==> src/rtl/alu_pkg.sv <==
// Shared definitions for the UART ALU packet path: opcodes, header size, parser states.
package alu_pkg;

  localparam int HEADER_BYTES = 4;

  typedef enum logic [7:0] {
    OP_ADD  = 8'h10,
    OP_MUL  = 8'h11,
    OP_DIV  = 8'h12,
    OP_ECHO = 8'hEC
  } opcode_e;

  typedef enum logic [2:0] {
    ST_IDLE,
    ST_RSVD,
    ST_LEN_LO,
    ST_LEN_HI,
    ST_PAYLOAD,
    ST_EMIT,
    ST_DRAIN
  } parser_state_e;

  function automatic logic is_arith(input logic [7:0] op);
    return (op == OP_ADD) || (op == OP_MUL) || (op == OP_DIV);
  endfunction

  function automatic logic is_valid_op(input logic [7:0] op);
    return is_arith(op) || (op == OP_ECHO);
  endfunction

endpackage

==> src/rtl/uart_alu_parser_if.sv <==
// Byte stream in from UART RX and assembled ALU units out, plus the error pulse.
interface uart_alu_parser_if #(
  parameter int DATA_WIDTH    = 8,
  parameter int OPERAND_WIDTH = 32
);
  logic [DATA_WIDTH-1:0]    s_axis_tdata;
  logic                     s_axis_tvalid;
  logic                     s_axis_tready;
  logic [7:0]               m_op_o;
  logic [OPERAND_WIDTH-1:0] m_operand_o;
  logic                     m_echo_o;
  logic                     m_first_o;
  logic                     m_last_o;
  logic                     m_valid_o;
  logic                     m_ready_i;
  logic                     err_o;

  // master: byte source and unit sink around the parser
  modport master (
    output s_axis_tdata, s_axis_tvalid, m_ready_i,
    input  s_axis_tready, m_op_o, m_operand_o, m_echo_o,
           m_first_o, m_last_o, m_valid_o, err_o
  );

  modport slave (
    input  s_axis_tdata, s_axis_tvalid, m_ready_i,
    output s_axis_tready, m_op_o, m_operand_o, m_echo_o,
           m_first_o, m_last_o, m_valid_o, err_o
  );
endinterface

==> src/rtl/operand_assembler.sv <==
// Little-endian byte-position shift register; done_o flags the byte that completes a unit.
module operand_assembler #(
  parameter int DATA_WIDTH    = 8,
  parameter int OPERAND_WIDTH = 32
) (
  input  logic                     clk,
  input  logic                     rst,
  input  logic                     clr_i,
  input  logic                     vld_i,
  input  logic                     single_i,
  input  logic [DATA_WIDTH-1:0]    data_i,
  output logic [OPERAND_WIDTH-1:0] data_o,
  output logic                     done_o
);
  localparam int BYTES = OPERAND_WIDTH / DATA_WIDTH;
  localparam int PW    = (BYTES > 1) ? $clog2(BYTES) : 1;

  logic [PW-1:0] pos;

  // single_i: every byte is its own unit, zero-extended
  assign done_o = vld_i && (single_i || (pos == PW'(BYTES - 1)));

  always_ff @(posedge clk) begin
    if (rst) begin
      pos    <= '0;
      data_o <= '0;
    end else if (clr_i) begin
      pos <= '0;
    end else if (vld_i) begin
      if (pos == '0) data_o <= OPERAND_WIDTH'(data_i);
      else           data_o[int'(pos)*DATA_WIDTH +: DATA_WIDTH] <= data_i;
      pos <= done_o ? '0 : pos + 1'b1;
    end
  end
endmodule

==> src/rtl/uart_alu_parser.sv <==
// Decodes 4-byte ALU headers from the UART byte stream and emits operand / echo units.
module uart_alu_parser
  import alu_pkg::*;
#(
  parameter int DATA_WIDTH    = 8,
  parameter int OPERAND_WIDTH = 32
) (
  input logic              clk,
  input logic              rst,
  uart_alu_parser_if.slave bus
);
  localparam logic [15:0] HDR   = 16'(HEADER_BYTES);
  localparam logic [15:0] BPO16 = 16'(OPERAND_WIDTH / DATA_WIDTH);

  parser_state_e            state;
  logic [7:0]               len_lo;
  logic [15:0]              rem, rem_nxt, len_w, p_w;
  logic                     first_pend;
  logic                     acc, asm_done;
  logic [OPERAND_WIDTH-1:0] asm_data;

  assign acc     = bus.s_axis_tvalid && bus.s_axis_tready;
  assign len_w   = {bus.s_axis_tdata[7:0], len_lo};
  assign p_w     = len_w - HDR;
  assign rem_nxt = (rem != 16'd0) ? rem - 16'd1 : rem;

  operand_assembler #(
    .DATA_WIDTH   (DATA_WIDTH),
    .OPERAND_WIDTH(OPERAND_WIDTH)
  ) u_asm (
    .clk     (clk),
    .rst     (rst),
    .clr_i   (acc && state == ST_LEN_HI),
    .vld_i   (acc && state == ST_PAYLOAD),
    .single_i(bus.m_op_o == OP_ECHO),
    .data_i  (bus.s_axis_tdata),
    .data_o  (asm_data),
    .done_o  (asm_done)
  );

  // assembler register is frozen during EMIT since no bytes are accepted there
  assign bus.m_operand_o = asm_data;

  always_ff @(posedge clk) begin
    if (rst) begin
      state             <= ST_IDLE;
      bus.s_axis_tready <= 1'b1;
      bus.m_valid_o     <= 1'b0;
      bus.m_first_o     <= 1'b0;
      bus.m_last_o      <= 1'b0;
      bus.m_echo_o      <= 1'b0;
      bus.m_op_o        <= 8'h00;
      bus.err_o         <= 1'b0;
      len_lo            <= 8'h00;
      rem               <= 16'd0;
      first_pend        <= 1'b0;
    end else begin
      bus.err_o <= 1'b0;
      case (state)
        ST_IDLE: if (acc) begin
          bus.m_op_o <= bus.s_axis_tdata[7:0];
          state      <= ST_RSVD;
        end
        ST_RSVD: if (acc) state <= ST_LEN_LO;
        ST_LEN_LO: if (acc) begin
          len_lo <= bus.s_axis_tdata[7:0];
          state  <= ST_LEN_HI;
        end
        ST_LEN_HI: if (acc) begin
          first_pend <= 1'b1;
          rem        <= p_w;
          if (len_w < HDR) begin
            rem       <= 16'd0;
            bus.err_o <= 1'b1;
            state     <= ST_IDLE;
          end else if (p_w == 16'd0) begin
            state <= ST_IDLE;
          end else if (!is_valid_op(bus.m_op_o) ||
                       (is_arith(bus.m_op_o) && (p_w % BPO16) != 16'd0)) begin
            state <= ST_DRAIN;
          end else begin
            state <= ST_PAYLOAD;
          end
        end
        ST_PAYLOAD: if (acc) begin
          rem <= rem_nxt;
          if (asm_done) begin
            bus.m_valid_o     <= 1'b1;
            bus.m_first_o     <= first_pend;
            bus.m_last_o      <= (rem_nxt == 16'd0);
            bus.m_echo_o      <= (bus.m_op_o == OP_ECHO);
            bus.s_axis_tready <= 1'b0;
            first_pend        <= 1'b0;
            state             <= ST_EMIT;
          end
        end
        ST_EMIT: if (bus.m_ready_i) begin
          bus.m_valid_o     <= 1'b0;
          bus.s_axis_tready <= 1'b1;
          state             <= (rem == 16'd0) ? ST_IDLE : ST_PAYLOAD;
        end
        ST_DRAIN: if (acc) begin
          rem <= rem_nxt;
          if (rem_nxt == 16'd0) begin
            bus.err_o <= 1'b1;
            state     <= ST_IDLE;
          end
        end
        default: state <= ST_IDLE;
      endcase
    end
  end
endmodule

==> src/flat_wrapper.sv <==
// flat-port wrapper written by rule: the top's interface ports become plain ports
module uart_alu_parser_flat import alu_pkg::*;
#(
  parameter int DATA_WIDTH    = 8,
  parameter int OPERAND_WIDTH = 32
)
  (clk, rst, bus_s_axis_tdata, bus_s_axis_tvalid, bus_m_ready_i, bus_s_axis_tready, bus_m_op_o, bus_m_operand_o, bus_m_echo_o, bus_m_first_o, bus_m_last_o, bus_m_valid_o, bus_err_o);
  uart_alu_parser_if #(.DATA_WIDTH(DATA_WIDTH), .OPERAND_WIDTH(OPERAND_WIDTH)) bus_i ();
  input logic clk;
  input logic rst;
  input wire logic [$bits(bus_i.s_axis_tdata)-1:0] bus_s_axis_tdata;
  input wire logic [$bits(bus_i.s_axis_tvalid)-1:0] bus_s_axis_tvalid;
  input wire logic [$bits(bus_i.m_ready_i)-1:0] bus_m_ready_i;
  output wire logic [$bits(bus_i.s_axis_tready)-1:0] bus_s_axis_tready;
  output wire logic [$bits(bus_i.m_op_o)-1:0] bus_m_op_o;
  output wire logic [$bits(bus_i.m_operand_o)-1:0] bus_m_operand_o;
  output wire logic [$bits(bus_i.m_echo_o)-1:0] bus_m_echo_o;
  output wire logic [$bits(bus_i.m_first_o)-1:0] bus_m_first_o;
  output wire logic [$bits(bus_i.m_last_o)-1:0] bus_m_last_o;
  output wire logic [$bits(bus_i.m_valid_o)-1:0] bus_m_valid_o;
  output wire logic [$bits(bus_i.err_o)-1:0] bus_err_o;
  assign bus_i.s_axis_tdata = bus_s_axis_tdata;
  assign bus_i.s_axis_tvalid = bus_s_axis_tvalid;
  assign bus_i.m_ready_i = bus_m_ready_i;
  assign bus_s_axis_tready = bus_i.s_axis_tready;
  assign bus_m_op_o = bus_i.m_op_o;
  assign bus_m_operand_o = bus_i.m_operand_o;
  assign bus_m_echo_o = bus_i.m_echo_o;
  assign bus_m_first_o = bus_i.m_first_o;
  assign bus_m_last_o = bus_i.m_last_o;
  assign bus_m_valid_o = bus_i.m_valid_o;
  assign bus_err_o = bus_i.err_o;
  uart_alu_parser #(.DATA_WIDTH(DATA_WIDTH), .OPERAND_WIDTH(OPERAND_WIDTH)) u_core (.clk(clk), .rst(rst), .bus(bus_i));
endmodule
==> config.mk <==
export PLATFORM = sky130hd
export DESIGN_NAME = uart_alu_parser_flat
export DESIGN_NICKNAME = d
export VERILOG_FILES = /design/src/rtl/alu_pkg.sv /design/src/rtl/uart_alu_parser_if.sv /design/src/rtl/operand_assembler.sv /design/src/rtl/uart_alu_parser.sv /design/src/flat_wrapper.sv
export SDC_FILE = /design/constraint.sdc
export NUM_CORES = 1
export LEC_CHECK = 0
export CAP_MARGIN = 25
export CORE_ASPECT_RATIO = 0.6
export CORE_MARGIN = 10
export CORE_UTILIZATION = 28
export CTS_BUF_LIST = sky130_fd_sc_hd__clkbuf_2 sky130_fd_sc_hd__clkbuf_4 sky130_fd_sc_hd__clkbuf_8
export DETAILED_ROUTE_END_ITERATION = 8
export PLACE_DENSITY = 0.56
export SYNTH_ARGS = -nofsm -noshare
export SYNTH_HDL_FRONTEND = slang
export SYNTH_HIERARCHICAL = 1
export SYNTH_SLANG_ARGS = --single-unit
==> constraint.sdc <==
create_clock -name clk -period 3.3 [get_ports clk]
set_input_delay 0.66 -clock clk [delete_from_list [all_inputs] [get_ports clk]]
set_output_delay 0.66 -clock clk [all_outputs]
set_load 0.02 [all_outputs]
==> results.md, run 1 <==
* Ys flop type: dfxtp_1
* Synth area leader: dfxtp_1
* Setup slack, reg-to-reg at 0.53 ns
* Post-synth ARST share at 0%
* Clk root buf: clkbuf_8
* DR WL/cell at 18.35 um
* Synth cell count leaders: dfxtp_1, nor2_1, nand2_1
* Critical R2R Launch: u_core/rem[0]$_SDFFE_PP0P_
* Placement Setup Slack at 0.2619 ns
* Crit path from: u_core/rem[0]$_SDFFE_PP0P_
* Mean Syn Cell Area at 8.542 sq um
* Fin crit period at 2.773 ns
* Critical path class: flop to flop
* I/O pin total at 58
* Final hold vios at 0
* Clk_lat worst skew at 0.35 ns
* MaxCap Viol Count at 0
* First-pass GRT wire length at 22,000 um
* WHS Endpoint: u_core/u_asm/data_o[7]$_SDFFE_PP0P_
* H-tree levels at 3
* Initial antenna violation count at 0
* Synth area leaders: dfxtp_1, a22o_1, nor2_1
* Die Wd at 177.2 um
* Antenna Nets Post-Route at 0
* FF-to-FF path depth at 8
* Cell Area, Placed at 0.004925 sq mm
* Reg clk slew, reported paths at 0.08 ns
* Top-area cell type share of the netlist area at 36.65%
* CTS tree: done
* CTS-repair resized insts at 0
* Initial DRC count at 275
* Hold Crit Depth at 2
* Startpoint Class: flop
* Total power at 2.953 mW
* GRT Util Overall at 13.57%
* Dpl hpwl at 10,290 um
* VDD IR max at 207.7 uV
* Worst-Margin Slew at 0.8007 ns
* Worst hold-check path type: flop to flop
* Design Area, Final at 0.005096 sq mm
* Slew Limit Headroom at 46.62%
* Fin crit share at 84.02%
* CTS max path bufs at 2
* Syn Inst Count at 486
* Share of cells above drive strength 1 at 10.28%
* Slew Viols, Final at 0
* Worst EP required at 3.59 ns
* CTS buffer count at 9
* Count leader, synth: dfxtp_1
* Critical Path Fanout Max at 10
* PortBufs at 57
* Post-Syn Nets at 507
* Yosys cell types at 68
* Number of diodes at 0
* PD cells at 579.5 mW/mm^2
* Filler cells at 1,472
* DR vias/cell at 5.358
* Starting Density at 28.62%
* Vias at 3,981
* CP Capture Type: flop
* Final worst slack at 0.5273 ns
* Post-route setup TNS at 0 ns
* Clock sinks at 76
* Drt first pass iters at 5
* Register area share after synthesis at 36.65%
* Setup violators final at 0
* Fmax at 360.7 MHz
* Vias in the first global route at 3,829
* Min-delay src: u_core/u_asm/data_o[7]$_SDFFE_PP0P_
* Yosys warns at 6
* Critical Path AT at 3.06 ns
* Synthesized area at 0.004151 sq mm
* Gpl congestion at 0.8848
* Drt total wl at 13,640 um
* Status: complete, no violations
* Number of synthesized flops with an enable pin at 0
* Die ar. at 0.02026 sq mm
* Row Count at 34
* Residual DRC at 0
* Leak pwr at 1.841 nW
* Seq cells post-synth at 76
* Overflow after GRT at 0
* Pin count of the biggest net entering global routing at 33
* Area delta synth->final at 22.75%
* Core Region at 0.01451 sq mm
* RR Endpoint: u_core/bus.m_last_o$_SDFFE_PP0P_
* Clock skew at 0.009112 ns
* Post-layout nets at 562
* Die height at 114.3 um
* Post-CTS Setup Bufs at 0
* RSZ-0062 raised after global routing: false
* Cts hold-fix bufs at 0
-- flip-flops by register name, summed over array words and instances, names as in the netlist --
register / flops
u_core/u_asm/pos: 2
u_core/first_pend: 1
u_core/state: 3
u_core/u_asm/data_o: 32
u_core/len_lo: 8
u_core/bus.m_echo_o: 1
u_core/bus.m_first_o: 1
u_core/bus.m_last_o: 1
u_core/bus.m_valid_o: 1
u_core/rem: 16
u_core/bus.s_axis_tready: 1
u_core/bus.err_o: 1
u_core/bus.m_op_o: 8
-- worst max-delay path, cell delays in order (launching register included) --
cell     delay (ns)
dfxtp_1        0.40
inv_1          0.12
ha_1           0.17
nor3b_1        0.55
nand4_4        0.29
a21o_1         0.26
a22o_1         0.27
or4_1          0.49
a21oi_1        0.15
-- area by class of cell --
type | count | area [sq um] | area share, %
multi-input cells | 363 | 2391 | 46.92
flip-flops and latches | 76 | 1521 | 29.86
repair buffers | 76 | 708.2 | 13.90
well taps | 198 | 247.7 | 4.861
clock buffers | 11 | 145.1 | 2.848
inverters | 15 | 56.30 | 1.105
clock inverters | 4 | 26.28 | 0.5156
-- worst max-delay path by stage --
stage                                        to  slack, ns  cells past startpoint
6_report       u_core/bus.m_last_o$_SDFFE_PP0P_       0.53                      8
5_1_grt        u_core/bus.m_last_o$_SDFFE_PP0P_       0.36                      8
4_1_cts        u_core/bus.m_last_o$_SDFFE_PP0P_       0.56                      8
3_5_place_dp       u_core/state[2]$_SDFFE_PP0P_       0.26                      7
3_3_place_gp       u_core/state[2]$_SDFFE_PP0P_       0.28                      7
2_1_floorplan  u_core/bus.m_last_o$_SDFFE_PP0P_       0.87                      9
-- metrics by stage --
step                      instances  hold WS (ns)  utilization [%]
after floorplan                 486        0.4377                -
after global placement          728        0.4450            33.95
after detailed placement        728        0.4472            33.95
after CTS                       743        0.4616            35.13
after global routing            743        0.4766            35.13
final                           743        0.4600            35.13
-- power breakdown --
part           internal, mW  total, mW  leakage (nW)  switching (mW)
clock network         0.297      0.646        0.0886           0.350
logic                 0.487       1.22          1.14           0.730
registers             0.980       1.09         0.616           0.110
-- cells by family (layout without fill, tap and decap cells) --
group,Yosys count,in the layout,share of synthesized area [%]
multiplexers,16,16,3.858
flip-flops,76,76,36.65
buffers and inverters,47,106,5.907
AO/OA/AOI/OAI,137,137,23.15
XOR/XNOR,13,13,2.743
adder cells (fa/ha/maj),9,9,2.713
AND/OR/NAND/NOR,188,188,24.98
-- layout by cell type (no fill, tap or decap), drive strengths merged, types with 7 or more instances in the layout --
cell type       n
ha              9
a21oi          28
o21ai          28
nor3           15
nand3          21
nand4           9
mux2i          16
dfxtp          76
nor2           52
clkbuf         11
xor2            7
clkdlybuf4s50  56
buf            20
nand2          36
nor4           11
inv            15
a211oi          7
a22o           26
-- per-layer routing --
| layer | global-route usage, % | vias to the layer above | wire, um |
|---|---|---|---|
| met5 | 0 | - | 0 |
| met3 | 3.689 | 11 | 1033 |
| li1 | - | 1907 | - |
| met2 | 18.52 | 151 | 5380 |
| met1 | 20.26 | 1912 | 7083 |
| met4 | 3.179 | 0 | 137 |
(Power assumes the default switching activity.)
==> run 2: changes to the inputs <==
--- a/config.mk
+++ b/config.mk
@@ -11,7 +11,7 @@
 export CORE_UTILIZATION = 28
 export CTS_BUF_LIST = sky130_fd_sc_hd__clkbuf_2 sky130_fd_sc_hd__clkbuf_4 sky130_fd_sc_hd__clkbuf_8
 export DETAILED_ROUTE_END_ITERATION = 8
-export PLACE_DENSITY = 0.56
+export PLACE_DENSITY = 0.58
 export SYNTH_ARGS = -nofsm -noshare
 export SYNTH_HDL_FRONTEND = slang
 export SYNTH_HIERARCHICAL = 1
==> constraint.sdc (replaced) <==
create_clock -name clk -period 2.5 [get_ports clk]
set_input_delay 0.5 -clock clk [delete_from_list [all_inputs] [get_ports clk]]
set_output_delay 0.5 -clock clk [all_outputs]
set_load 0.02 [all_outputs]
==> run 2 against run 1 <==
Against the previous run:
- global-route usage up 0.44 points
- clock skew up 0.00076 ns
- combinational power up 52%
- register-to-register slack worse by 0.35 ns
- die area unchanged
- first-iteration DRC count up 47%
- hold slack about the same
- cell area up 7.8%
- clock power up 55%
- wire length up 2.4%
- count of clock-buffer cells in the layout down 2
- maximum frequency up 20%
- largest cell class unchanged
==> results.md, run 2 (synthesis gave the netlist of run 1 again) <==
* Status: complete, no violations
* Post-route insts no fill at 786
* Initial DRC count at 404
* Die height at 114.3 um
* Drt total wl at 13,960 um
* DR vias/cell at 5.230
* Pin count of the biggest net entering global routing at 34
* Area delta synth->final at 32.31%
* Post-CTS Setup Bufs at 0
* Sw Pwr at 1.685 mW
* Die ar. at 0.02026 sq mm
* Crit-path slowest cell: dfxtp_1
* Gpl congestion at 0.9481
* Clock sinks at 76
* CP Cell Sequence: inv_1, ha_1, nor3b_2, buf_4, nand4_4, a21o_1, a22o_1, buf_4, o41ai_2, o21ai_1
* DR WL/cell at 17.76 um
* Setup violators final at 0
* PortBufs at 57
* Overflow after GRT at 0
* CTS max path bufs at 2
* I/O pin total at 58
* CP Capture Type: flop
* Commonest non-fill, non-tap cell in the layout: dfxtp_1
* Cell Area, Placed at 0.005265 sq mm
* Post-layout nets at 604
* Critical Path AT at 2.57 ns
* Share of cells above drive strength 1 at 17.35%
* Die Wd at 177.2 um
* Vias in the first global route at 3,982
* Clk pwr share at 23.4%
* Worst-Margin Slew at 0.4996 ns
* Initial antenna violation count at 0
* Cell Int Power at 2.588 mW
* Startpoint Class: flop
* Leak pwr at 2.068 nW
* Buf/Inv on CP at 3
* Clk root buf: clkbuf_8
* Most numerous cell on the critical path: buf_4
* Number of diodes at 0
* Biggest regs: u_core/u_asm/data_o: 32 flops, u_core/rem: 16 flops
* Slew Viols, Final at 0
* Max reg flops at 32
* Biggest register: u_core/u_asm/data_o
* Worst path max stage delay at 0.32 ns
* Critical path class: flop to flop
* Net Sw Frac at 39.42%
* MaxCap Viol Count at 0
* Most frequent cells in the layout: dfxtp_1, buf_4, clkdlybuf4s50_1
* Core Region at 0.01451 sq mm
* Sequential share of power at 33.3%
* Reg clk slew, reported paths at 0.09 ns
* Clk_lat worst skew at 0.37 ns
* Row Count at 34
* CTS buffer count at 9
* RSZ-0062 raised after global routing: false
* VDD IR max at 327.4 uV
* Worst hold-check path type: flop to flop
* Final hold vios at 0
* CTS tree: done
* Fin crit share at 92.78%
* Antenna Nets Post-Route at 0
* Fin crit period at 2.320 ns
* Critical Path Fanout Max at 7
* First-pass GRT wire length at 22,560 um
* Starting Density at 28.62%
* Worst EP required at 2.75 ns
* Design Area, Final at 0.005493 sq mm
* Fmax at 431.1 MHz
* Total power at 4.273 mW
* Dpl hpwl at 10,660 um
* Post-layout util at 37.86%
* PD cells at 777.9 mW/mm^2
* Combinational cell fraction of total power at 43.2%
* Cells after DPL at 770
* CP delay by family, top: compound AO/OA/AOI/OAI gates
* Clock skew at 0.009868 ns
* Vias at 4,111
* Fin Hold WS at 0.4605 ns
* Slew Limit Headroom at 65.83%
* GRT Util Overall at 14.01%
* H-tree levels at 3
* Residual DRC at 0
* Drt first pass iters at 4
## run 2: cell count changes in the layout (fill, tap and decap cells not counted), moves of 2 or more
cell	before	now
buf_12	0	2
buf_4	19	59
inv_6	0	3
clkinv_2	2	0
## run 2: routing by layer
metal / wire length (um) / part of all wire, % / vias up / global-route usage, %
li1: - / - / 1995 / -
met1: 7492 / 54 / 1954 / 21.65
met2: 5282 / 38 / 150 / 18.15
met3: 1062 / 7.6 / 12 / 3.821
met4: 125 / 0.90 / 0 / 3.346
met5: 0 / 0 / - / 0
## run 2: worst register-to-register path, cell delays in order, from the launching register on
cell     delay (ns)
dfxtp_1        0.32
inv_1          0.08
ha_1           0.19
nor3b_2        0.21
buf_4          0.16
nand4_4        0.17
a21o_1         0.23
a22o_1         0.26
buf_4          0.15
o41ai_2        0.32
o21ai_1        0.11
## run 2: timing repair
item	in CTS	in global routing
hold buffers	0	0
resized for setup	0	4
endpoints found under the setup margin	0	4
## run 2: stage by stage
| stage | setup slack [ns] | setup TNS [ns] |
|---|---|---|
| after detailed placement | -0.1047 | -0.1808 |
| after CTS | 0.008640 | 0 |
| after global placement | 0.01321 | 0 |
| final | 0.1805 | 0 |
| after floorplan | 0.06903 | 0 |
| after global routing | 0.01468 | 0 |
## run 2: path summary, 6_finish.rpt
kind,start,end,slack (ns),cells after the start
setup / recovery,u_core/rem[0]$_SDFFE_PP0P_,u_core/state[1]$_SDFFE_PP0P_,0.18,10
hold / removal,u_core/u_asm/data_o[5]$_SDFFE_PP0P_,u_core/u_asm/data_o[5]$_SDFFE_PP0P_,0.46,2
setup reg to reg,u_core/rem[0]$_SDFFE_PP0P_,u_core/state[1]$_SDFFE_PP0P_,0.18,10
hold reg to reg,u_core/u_asm/data_o[5]$_SDFFE_PP0P_,u_core/u_asm/data_o[5]$_SDFFE_PP0P_,0.46,2
## run 2: area by class of cell
class,instances,area [sq um]
fill,1458,9014
inverter,15,56.30
multi-input combinational,363,2415
timing repair buffer,118,1049
sequential,76,1521
clock buffer,9,123.9
clock inverter,7,80.08
tap,198,247.7
## run 2: power by group through the flow
stage	logic [mW]	clock network, mW	registers [mW]
2_1_floorplan	1.14	0	1.43
6_report	1.85	1.00	1.42
4_1_cts	1.79	1.03	1.42
3_5_place_dp	1.78	0	1.44
3_3_place_gp	1.78	0	1.44
5_1_grt	2.01	1.07	1.44
